[config.mk]
export PLATFORM = sky130hd
export DESIGN_NAME = cache_sa_wb
export DESIGN_NICKNAME = d
export VERILOG_FILES = /design/src/rtl/cache_sa_wb.sv
export SDC_FILE = /design/constraint.sdc
export NUM_CORES = 2
export LEC_CHECK = 0
export ABC_AREA = 0
export CAP_MARGIN = 20
export CORE_AREA = 2 2 299 301
export DETAILED_ROUTE_END_ITERATION = 8
export DIE_AREA = 0 0 301 303
export PLACE_DENSITY_LB_ADDON = 0.08
export REMOVE_ABC_BUFFERS = 1
export SETUP_SLACK_MARGIN = 0.4
export SKIP_LAST_GASP = 1
export SYNTH_ARGS = -nofsm -noshare
export SYNTH_HDL_FRONTEND = slang
export SYNTH_SLANG_ARGS = --single-unit
[constraint.sdc]
create_clock -name clock -period 5.6 [get_ports clock]
set_input_delay 0.56 -clock clock [delete_from_list [all_inputs] [get_ports clock]]
set_output_delay 0.56 -clock clock [all_outputs]
set_load 0.005 [all_outputs]
[src/rtl/cache_sa_wb.sv]
`default_nettype none
// ============================================================================
// Module      : cache_sa_wb
// Description : Set-associative write-back / write-allocate cache with per-set
//               LRU and burst writeback. Optional CACHE_STATS_EN adds counters.
// Revision    : 1.0 - initial release
// ============================================================================
module cache_sa_wb #(
    parameter int ADDR_SZ   = 10,
    parameter int DATA_SZ   = 32,
    parameter int WAYS      = 2,
    parameter int SETS      = 4,
    parameter int BLK_WORDS = 4
) (
    input  logic               clock,
    input  logic               reset_n,
    input  logic               cpu_req,
    input  logic               cpu_we,
    input  logic [ADDR_SZ-1:0] cpu_addr,
    input  logic [DATA_SZ-1:0] cpu_wdata,
    output logic [DATA_SZ-1:0] cpu_rdata,
    output logic               cpu_ready,
    output logic               cpu_hit,
    output logic               mem_req,
    output logic               mem_we,
    output logic [ADDR_SZ-1:0] mem_addr,
    output logic [DATA_SZ-1:0] mem_wdata,
    input  logic [DATA_SZ-1:0] mem_rdata,
    input  logic               mem_done
`ifdef CACHE_STATS_EN
    ,
    output logic [15:0]        hit_cnt,
    output logic [15:0]        miss_cnt,
    output logic [15:0]        wb_cnt
`endif
);

    localparam int c_WORD_W = $clog2(BLK_WORDS);
    localparam int c_IDX_W  = $clog2(SETS);
    localparam int c_TAG_W  = ADDR_SZ - 2 - c_WORD_W - c_IDX_W;
    localparam int c_WAY_W  = (WAYS > 1) ? $clog2(WAYS) : 1;

    localparam logic [2:0] c_IDLE   = 3'd0;
    localparam logic [2:0] c_LOOKUP = 3'd1;
    localparam logic [2:0] c_RESP   = 3'd2;
    localparam logic [2:0] c_WB     = 3'd3;
    localparam logic [2:0] c_FILL   = 3'd4;

    logic [2:0]          r_state;
    logic [2:0]          w_next_state;

    logic                r_we;
    logic [ADDR_SZ-1:0]  r_addr;
    logic [DATA_SZ-1:0]  r_wdata;
    logic                r_missed;
    logic [c_WAY_W-1:0]  r_victim;
    logic [c_WORD_W-1:0] r_beat;
    logic [DATA_SZ-1:0]  r_rdata;

    logic [WAYS-1:0]     r_valid [SETS];
    logic [WAYS-1:0]     r_dirty [SETS];
    logic [SETS-1:0]     r_lru;
    logic [c_TAG_W-1:0]  r_tag   [WAYS][SETS];
    logic [DATA_SZ-1:0]  r_data  [WAYS][SETS][BLK_WORDS];

    logic [1:0]          w_off;
    logic [c_WORD_W-1:0] w_word;
    logic [c_IDX_W-1:0]  w_idx;
    logic [c_TAG_W-1:0]  w_tag;
    logic                w_hit;
    logic [c_WAY_W-1:0]  w_hit_way;
    logic [c_WAY_W-1:0]  w_victim;
    logic                w_victim_dirty;
    logic                w_last_beat;
    logic [DATA_SZ-1:0]  w_hit_word;
    logic [7:0]          w_byte;
    logic [DATA_SZ-1:0]  w_byte_rd;
    logic [DATA_SZ-1:0]  w_wr_word;

    assign w_off       = r_addr[1:0];
    assign w_word      = r_addr[2 +: c_WORD_W];
    assign w_idx       = r_addr[2 + c_WORD_W +: c_IDX_W];
    assign w_tag       = r_addr[ADDR_SZ-1 -: c_TAG_W];
    assign w_last_beat = (r_beat == c_WORD_W'(BLK_WORDS - 1));

    always_comb begin
        w_hit     = 1'b0;
        w_hit_way = '0;
        for (int w = 0; w < WAYS; w++) begin
            if (r_valid[w_idx][w] && (r_tag[w][w_idx] == w_tag)) begin
                w_hit     = 1'b1;
                w_hit_way = c_WAY_W'(w);
            end
        end
    end

    // Lowest-index invalid way wins; otherwise the way the LRU bit points at.
    always_comb begin
        w_victim = (WAYS > 1) ? c_WAY_W'(r_lru[w_idx]) : '0;
        for (int w = WAYS - 1; w >= 0; w--) begin
            if (!r_valid[w_idx][w]) begin
                w_victim = c_WAY_W'(w);
            end
        end
    end

    assign w_victim_dirty = r_valid[w_idx][w_victim] && r_dirty[w_idx][w_victim];
    assign w_hit_word     = r_data[w_hit_way][w_idx][w_word];
    assign w_byte         = w_hit_word[{w_off, 3'b000} +: 8];
    assign w_byte_rd      = {{(DATA_SZ - 8){w_byte[7]}}, w_byte};

    always_comb begin
        w_wr_word = r_wdata;
        if (w_off != 2'b00) begin
            w_wr_word                      = w_hit_word;
            w_wr_word[{w_off, 3'b000} +: 8] = r_wdata[7:0];
        end
    end

    always_ff @(posedge clock) begin
        if (!reset_n) begin
            r_state <= c_IDLE;
        end else begin
            r_state <= w_next_state;
        end
    end

    always_comb begin
        w_next_state = r_state;
        case (r_state)
            c_IDLE:   if (cpu_req) w_next_state = c_LOOKUP;
            c_LOOKUP: begin
                if (w_hit)               w_next_state = c_RESP;
                else if (w_victim_dirty) w_next_state = c_WB;
                else                     w_next_state = c_FILL;
            end
            c_WB:     if (mem_done && w_last_beat) w_next_state = c_FILL;
            c_FILL:   if (mem_done && w_last_beat) w_next_state = c_LOOKUP;
            c_RESP:   w_next_state = c_IDLE;
            default:  w_next_state = c_IDLE;
        endcase
    end

    always_comb begin
        cpu_ready = 1'b0;
        cpu_hit   = 1'b0;
        mem_req   = 1'b0;
        mem_we    = 1'b0;
        mem_addr  = '0;
        mem_wdata = '0;
        case (r_state)
            c_RESP: begin
                cpu_ready = 1'b1;
                cpu_hit   = !r_missed;
            end
            c_WB: begin
                mem_req   = 1'b1;
                mem_we    = 1'b1;
                mem_addr  = {r_tag[r_victim][w_idx], w_idx, r_beat, 2'b00};
                mem_wdata = r_data[r_victim][w_idx][r_beat];
            end
            c_FILL: begin
                mem_req  = 1'b1;
                mem_addr = {w_tag, w_idx, r_beat, 2'b00};
            end
            default: ;
        endcase
    end

    assign cpu_rdata = r_rdata;

    always_ff @(posedge clock) begin
        if (!reset_n) begin
            r_we     <= 1'b0;
            r_addr   <= '0;
            r_wdata  <= '0;
            r_missed <= 1'b0;
            r_victim <= '0;
            r_beat   <= '0;
            r_rdata  <= '0;
            r_lru    <= '0;
            for (int s = 0; s < SETS; s++) begin
                r_valid[s] <= '0;
                r_dirty[s] <= '0;
            end
        end else begin
            case (r_state)
                c_IDLE: begin
                    if (cpu_req) begin
                        r_we     <= cpu_we;
                        r_addr   <= cpu_addr;
                        r_wdata  <= cpu_wdata;
                        r_missed <= 1'b0;
                    end
                end
                c_LOOKUP: begin
                    if (w_hit) begin
                        if (r_we) begin
                            r_dirty[w_idx][w_hit_way] <= 1'b1;
                        end else begin
                            r_rdata <= (w_off == 2'b00) ? w_hit_word : w_byte_rd;
                        end
                        if (WAYS > 1) begin
                            r_lru[w_idx] <= ~w_hit_way[0];
                        end
                    end else begin
                        r_missed <= 1'b1;
                        r_victim <= w_victim;
                        r_beat   <= '0;
                    end
                end
                c_WB: begin
                    if (mem_done) begin
                        r_beat <= r_beat + 1'b1;
                        if (w_last_beat) begin
                            r_dirty[w_idx][r_victim] <= 1'b0;
                        end
                    end
                end
                c_FILL: begin
                    if (mem_done) begin
                        r_beat <= r_beat + 1'b1;
                        if (w_last_beat) begin
                            r_valid[w_idx][r_victim] <= 1'b1;
                            r_dirty[w_idx][r_victim] <= 1'b0;
                        end
                    end
                end
                default: ;
            endcase
        end
    end

    // Storage arrays keep their contents across reset; only valid bits gate them.
    always_ff @(posedge clock) begin
        if (reset_n) begin
            if ((r_state == c_LOOKUP) && w_hit && r_we) begin
                r_data[w_hit_way][w_idx][w_word] <= w_wr_word;
            end
            if ((r_state == c_FILL) && mem_done) begin
                r_data[r_victim][w_idx][r_beat] <= mem_rdata;
                if (w_last_beat) begin
                    r_tag[r_victim][w_idx] <= w_tag;
                end
            end
        end
    end

`ifdef CACHE_STATS_EN
    logic [15:0] r_hit_cnt;
    logic [15:0] r_miss_cnt;
    logic [15:0] r_wb_cnt;

    always_ff @(posedge clock) begin
        if (!reset_n) begin
            r_hit_cnt  <= '0;
            r_miss_cnt <= '0;
            r_wb_cnt   <= '0;
        end else begin
            if ((r_state == c_LOOKUP) && !r_missed) begin
                if (w_hit && (r_hit_cnt != 16'hFFFF))    r_hit_cnt  <= r_hit_cnt + 16'd1;
                if (!w_hit && (r_miss_cnt != 16'hFFFF))  r_miss_cnt <= r_miss_cnt + 16'd1;
            end
            if ((r_state == c_WB) && mem_done && w_last_beat && (r_wb_cnt != 16'hFFFF)) begin
                r_wb_cnt <= r_wb_cnt + 16'd1;
            end
        end
    end

    assign hit_cnt  = r_hit_cnt;
    assign miss_cnt = r_miss_cnt;
    assign wb_cnt   = r_wb_cnt;
`endif

endmodule
`default_nettype wire

# After elaboration in Yosys (flattened, before gate mapping)
# Memory sizes are Yosys's and may differ from the RTL's. A register that Yosys moved wholly into a read port is not among the register bits.
# Index checks and enable logic that the tools add are counted.
[classes]
n_addsub = 2
n_lt_le_gt_ge = 13
n_eq_ne = 12
shift = 3
mux = 114
bitwise_logic = 10
n_reduce_logical = 30
[op_table]
columns = ["op", "count"]
rows = [
  ["2-to-1 mux 512 bit", 4],
  ["2-to-1 mux 128 bit", 6],
  ["binary-select mux 128 bit (select 2 bit)", 2],
  ["demux 128 bit (select 2 bit)", 2],
  ["OR reduction 512 bit", 1],
  ["2-to-1 mux 32 bit", 9],
  ["binary-select mux 32 bit (select 2 bit)", 2],
  ["demux 32 bit (select 2 bit)", 2],
  ["2-to-1 mux 1 bit", 45],
  ["bitwise mux 32 bit", 1],
  ["variable shift 8 x 7 -> 32 bit, first input constant", 1],
  ["indexed part select 32 x 6 -> 8 bit", 1],
  ["indexed part select 8 x 7 -> 32 bit", 1],
  ["2-to-1 mux 2 bit", 15],
  ["2-to-1 mux 4 bit", 7],
  ["binary-select mux 4 bit (select 2 bit)", 3],
  ["case mux 10 bit (2 select lines)", 1],
  ["2-to-1 mux 16 bit", 1],
  ["2-to-1 mux 3 bit", 5],
  ["logical AND 1 bit", 13],
  ["case mux 3 bit (4 select lines)", 1],
  ["AND reduction 3 bit", 4],
  ["greater-or-equal comparator 3 bit, second input constant", 3],
  ["less-than comparator 3 x 1 -> 1 bit, second input constant", 3],
  ["29 further kinds", 51],
]
[word_totals]
reg_bits = 86
ram_bits = 1072
in_bits = 79
wordCells = 197
mem_count = 4
[memory_table]
columns = ["name", "depth", "width", "read_ports", "rd_clocked_by_memory_dff", "write_ports", "line", "rtl"]
rows = [
  ["r_data", 2, 512, 2, 1, 1, "64", "logic [DATA_SZ-1:0] r_data [WAYS][SETS][BLK_WORDS];"],
  ["r_tag", 2, 16, 3, 1, 1, "63", "logic [c_TAG_W-1:0] r_tag [WAYS][SETS];"],
  ["r_dirty", 4, 2, 1, 1, 4, "61", "logic [WAYS-1:0] r_dirty [SETS];"],
  ["r_valid", 4, 2, 1, 1, 4, "60", "logic [WAYS-1:0] r_valid [SETS];"],
]

# Logic depth before layout (Yosys ltp)
# An unclocked memory read counts as a cell.
[depth]
depth_word = 17
ltp_mapped = 14
depth_no_buf = 9

# Worst setup path before layout
# Ideal clock, no wire load.
[synth_timing]
kind = "register to register"
startpoint = "register r_addr[4]"
endpoint = "memory r_data[0][100] (netlist bit), enable pin"
setup_ns = 0.461
t_arrival_ns = 4.857
required_ns = 5.139
setup_slack_ns = 0.282
path_stages_with_launch = 12
period_less_slack_ns = 5.318
cell_sequence = "dfxtp_1 -> buf_6 -> mux4_2 -> xnor2_1 -> nand3_1 -> o22ai_1 -> and2_1 -> buf_2 -> nand3_1 -> nor2_1 -> a22oi_1 -> nor3_1"
[synth_between]
elab_chain_cells = 14
elab_cells_between_ends = 30
[synth_rtl]
columns = ["item", "line", "rtl"]
rows = [
  ["from (decl)", "53", "logic [ADDR_SZ-1:0] r_addr;"],
  ["from (signal assigned)", "191", "r_addr <= cpu_addr;"],
  ["inverter 2 -> 3 bit (implied by the code) *", "90, 238, 241", ""],
  ["binary-select mux 4 bit (select 2 bit)", "90", "if (r_valid[w_idx][w] && (r_tag[w][w_idx] == w_tag)) begin"],
  ["2-to-1 mux 4 bit (implied by the code) (2 in series)", "90", ""],
  ["equality test 4 bit", "90", ""],
  ["logical AND 1 bit", "90", ""],
  ["2-to-1 mux 1 bit (2 in series)", "90", ""],
  ["logical AND 1 bit (2 in series)", "237", "if ((r_state == c_LOOKUP) && w_hit && r_we) begin"],
  ["2-to-1 mux 1 bit", "237", ""],
  ["2-to-1 mux 1 bit", "236", "if (reset_n) begin"],
  ["2-to-1 mux 512 bit (implied by the code)", "238", "r_data[w_hit_way][w_idx][w_word] <= w_wr_word;"],
  ["2-to-1 mux 512 bit (no source line)", "n/a", ""],
  ["to (decl)", "64", ""],
]
# Every way passes the cells marked *; elsewhere a longest branch is shown, timed or not. The select of a mux whose other input is x is not followed.

# Final worst setup path
[layout_timing]
startpoint = "register r_addr[5]"
endpoint = "output mem_wdata[22]"
[layout_between]
elab_chain_cells = 8
[layout_rtl]
columns = ["item", "line", "rtl"]
rows = [
  ["inverter 2 -> 3 bit (implied by the code)", "160", "mem_wdata = r_data[r_victim][w_idx][r_beat];"],
  ["binary-select mux 128 bit (select 2 bit)", "160", ""],
  ["2-to-1 mux 128 bit (implied by the code) (2 in series)", "160", ""],
  ["binary-select mux 32 bit (select 2 bit)", "160", ""],
  ["2-to-1 mux 32 bit (implied by the code) (2 in series)", "160", ""],
  ["2-to-1 mux 32 bit", "151", "case (r_state)"],
  ["to (decl)", "27", "output logic [DATA_SZ-1:0] mem_wdata,"],
]
# Every way passes these cells. The select of a mux whose other input is x is not followed.

==> run metrics <==
Reg power frac 0.502; Clock power frac 0.406; Pwr Total 19.73 mW; vias in the first global route 27550; outcome finished clean; Final Hold Viols 0; max cap viols 0; crit path launch type flop; Clock Sinks 1161; critical path class reg2out; slew margin rel. 0.2371; initial core utilization 0.5464; first-pass GRT wire length 209.1 mm; post-synth cell types 67; RR Endpoint r_data[0][257]$_DFFE_PP_; R2R Path Start r_addr[4]$_SDFFE_PN0P_; cell depth of the worst min-delay path 3; mean routed wirelength per cell 36.71 um; period utilisation layout 0.8947; Inserted Diodes 0; largest net degree at the start of global routing 112; Synth Area per Inst 18.64 um2; setup repair after global routing missed its margin true; CTS tree done; Final #Nets 2909; input/output buffers 154; internal power 15.19 mW; sequential share of the synthesized area 0.7068; DR pass1 iterations 6; Multi-input gate area 13500 um2; min-delay src cpu_wdata[6]; VDD IR max 0.2979 mV; Cell Pwr Density 353.7 nW/um2; Worst Tran Pin Value 1.144 ns; Detail Route Antenna Nets 0; Achievable Freq 199.6 MHz; worst min-delay path class in2reg; combinational power share 0.092; total wire length 150.0 mm; ys async rst share 0; DIE HEIGHT 303 um; CP endpoint kind output port; CP required 5.04 ns; routability cong. 0.8779; setup slack after placement 0.7911 ns; Worst-Skew Late Latency 0.72 ns; initial antenna violation count 2; Final Skew 0.04505 ns; die area 91200 um2; max-slew violations 0; Vias/cell 6.934; area delta synth->final 16.07%; CTS buffer count 116; Core Footprint 87970 um2; clk slew on worst S/H paths 0.06 ns; smallest hold slack 0.3981 ns; Final WS setup 0.5894 ns; Max H-tree Level 3; Netlist Area Pre-Place 48060 um2; Reg2Reg Depth 10; I/O pin cnt 157; chip width 301 um; Arr. time, crit path 4.45 ns; Fillers 6128; commonest register cell after synthesis edfxtp_1; Root Buffer clkbuf_16; Leakage Power 17.65 nW; HPWL after DPL 88.34 mm; Setup TNS 0 ns; post-CTS setup repair buffer count 0; # rows 109; Seq cells post-synth 1161; number of DRC markers in iteration 0 3817; Min-Delay Endpoint r_wdata[6]$_SDFFE_PN0P_; drt drc 0; Final min period 5.011 ns; EDFF count, synth 1072; remaining global-route overflow 0; flip-flop and latch area 33990 um2; detailed-route via count 28338; share of layout cells above drive strength 1 0.2601; Finish-stage setup viols 0; Hold Buf Count CTS 0; switching power total 4.540 mW; gate count of the mapped netlist 2578; R2R setup slack 0.76 ns; all-layer global routing usage 0.3328; worst-path fanout max 111; switching part of the total 0.2301; clk buf depth 3; Yosys warnings 0
cell usage in the layout, fill, tap and decap left out, drive strengths merged, types with 5 or more instances in the layout:
master,count
o211a,5
clkdlybuf4s50,154
mux4,381
nand2b,8
nand3,17
bufinv,16
a221oi,8
dfxtp,89
ha,8
a31oi,7
mux2i,45
inv,20
nand2,229
mux2,9
a21oi,130
a32oi,6
nor3,43
and3,5
o22ai,11
xnor2,8
clkbuf,154
a21o,6
a211oi,33
o21ai,74
nor2,116
a22oi,6
buf,144
edfxtp,1072
clkinv,44
and2,5
a311oi,6
nor2b,14
cells in the mapped netlist, drive strengths merged, types with 7 or more instances:
master / n / area [um2]
dfxtp: 89 / 1782
ha: 8 / 100.1
inv: 14 / 52.55
a221oi: 8 / 70.07
o22ai: 11 / 68.82
edfxtp: 1072 / 32190
mux2: 9 / 101.4
buf: 77 / 435.4
a211oi: 33 / 247.7
a31oi: 7 / 43.79
nand3: 17 / 85.08
mux2i: 45 / 457.9
nand2b: 8 / 50.05
nor3: 43 / 215.2
nand2: 229 / 875.8
xnor2: 8 / 70.07
o21ai: 74 / 370.4
a21oi: 130 / 650.6
nor2b: 14 / 87.58
nor2: 116 / 435.4
mux4: 381 / 8603
clkbuf: 96 / 360.4
critical path, stage by stage (launching register included):
cell and delay, ns:
dfxtp_4 0.53, buf_12 0.49, buf_8 0.54, nor2b_1 0.12, a211oi_1 0.33, a31oi_1 0.09
mux4_2 0.51, mux2i_1 0.27, nor2_1 0.11, clkdlybuf4s50_1 0.49
area by class of cell:
cell class / count / area share
clock buffer: 154 / 0.05640
clock inverter: 64 / 0.01397
inverter: 17 / 0.001166
multi-input combinational: 1228 / 0.2419
sequential: 1161 / 0.6092
tap: 1165 / 0.02613
timing repair buffer: 298 / 0.05120
registers in the layout, summed over array words and instances, names as in the netlist, 2 cells and up, named ones only:
name and flops:
cpu_rdata 32, r_addr 10, r_beat 2, r_data 1024, r_dirty 8, r_lru 4, r_state 3, r_tag 32
r_valid 8, r_wdata 32
logic make-up (layout without fill, tap and decap cells):
group | count (synthesis) | after routing | synth area share
other cells | 1 | 2 | 0.00007802
buf+inv | 190 | 533 | 0.01788
compound gates | 326 | 326 | 0.04170
fa+ha+maj | 8 | 8 | 0.002083
flops | 1161 | 1161 | 0.7068
mux | 435 | 435 | 0.1906
xor+xnor | 8 | 8 | 0.001458
simple gates | 449 | 449 | 0.03936
power by group through the flow:
stage / clock, mW / combinational, mW / sequential, mW
after floorplan: 0 / 1.18 / 10.2
after global placement: 0 / 1.73 / 10.1
after detailed placement: 0 / 1.78 / 10.1
after CTS: 8.07 / 1.79 / 9.91
after global routing: 8.39 / 1.92 / 9.91
final: 8.00 / 1.82 / 9.91
stage by stage:
step	util	instances	instance area (um2)
2_1_floorplan	-	2406	47270
3_3_place_gp	0.5887	3865	51790
4_1_cts	0.6338	4085	55750
3_5_place_dp	0.5891	3867	51820
6_report	0.6342	4087	55790
5_1_grt	0.6342	4087	55790
metal layers:
layer / wire length [um] / vias to the layer above / GRT usage
li1: - / 11068 / -
met1: 57430 / 14981 / 0.4819
met2: 68320 / 1981 / 0.5005
met3: 18620 / 306 / 0.07977
met4: 5659 / 2 / 0.1212
met5: 13 / - / 0
worst max path at each step:
stage	slack (ns)	startpoint	depth (start not counted)	end
final	0.59	r_addr[5]$_SDFFE_PN0P_	9	mem_wdata[22]
after global routing	0.39	r_addr[4]$_SDFFE_PN0P_	7	mem_wdata[26]
after CTS	0.48	r_addr[4]$_SDFFE_PN0P_	7	mem_wdata[26]
after detailed placement	0.79	r_addr[4]$_SDFFE_PN0P_	10	r_data[0][225]$_DFFE_PP_
after global placement	0.87	r_addr[4]$_SDFFE_PN0P_	8	r_data[1][389]$_DFFE_PP_
after floorplan	-12.08	r_addr[4]$_SDFFE_PN0P_	8	r_data[0][115]$_DFFE_PP_
timing repair:
item                                    in CTS  in global routing
hold endpoints to repair                     0                  0
resized for setup                            1                  3
endpoints found under the setup margin       1                  3
pin swaps                                    0                  0
No activity file was read; power rests on OpenSTA's default activity.
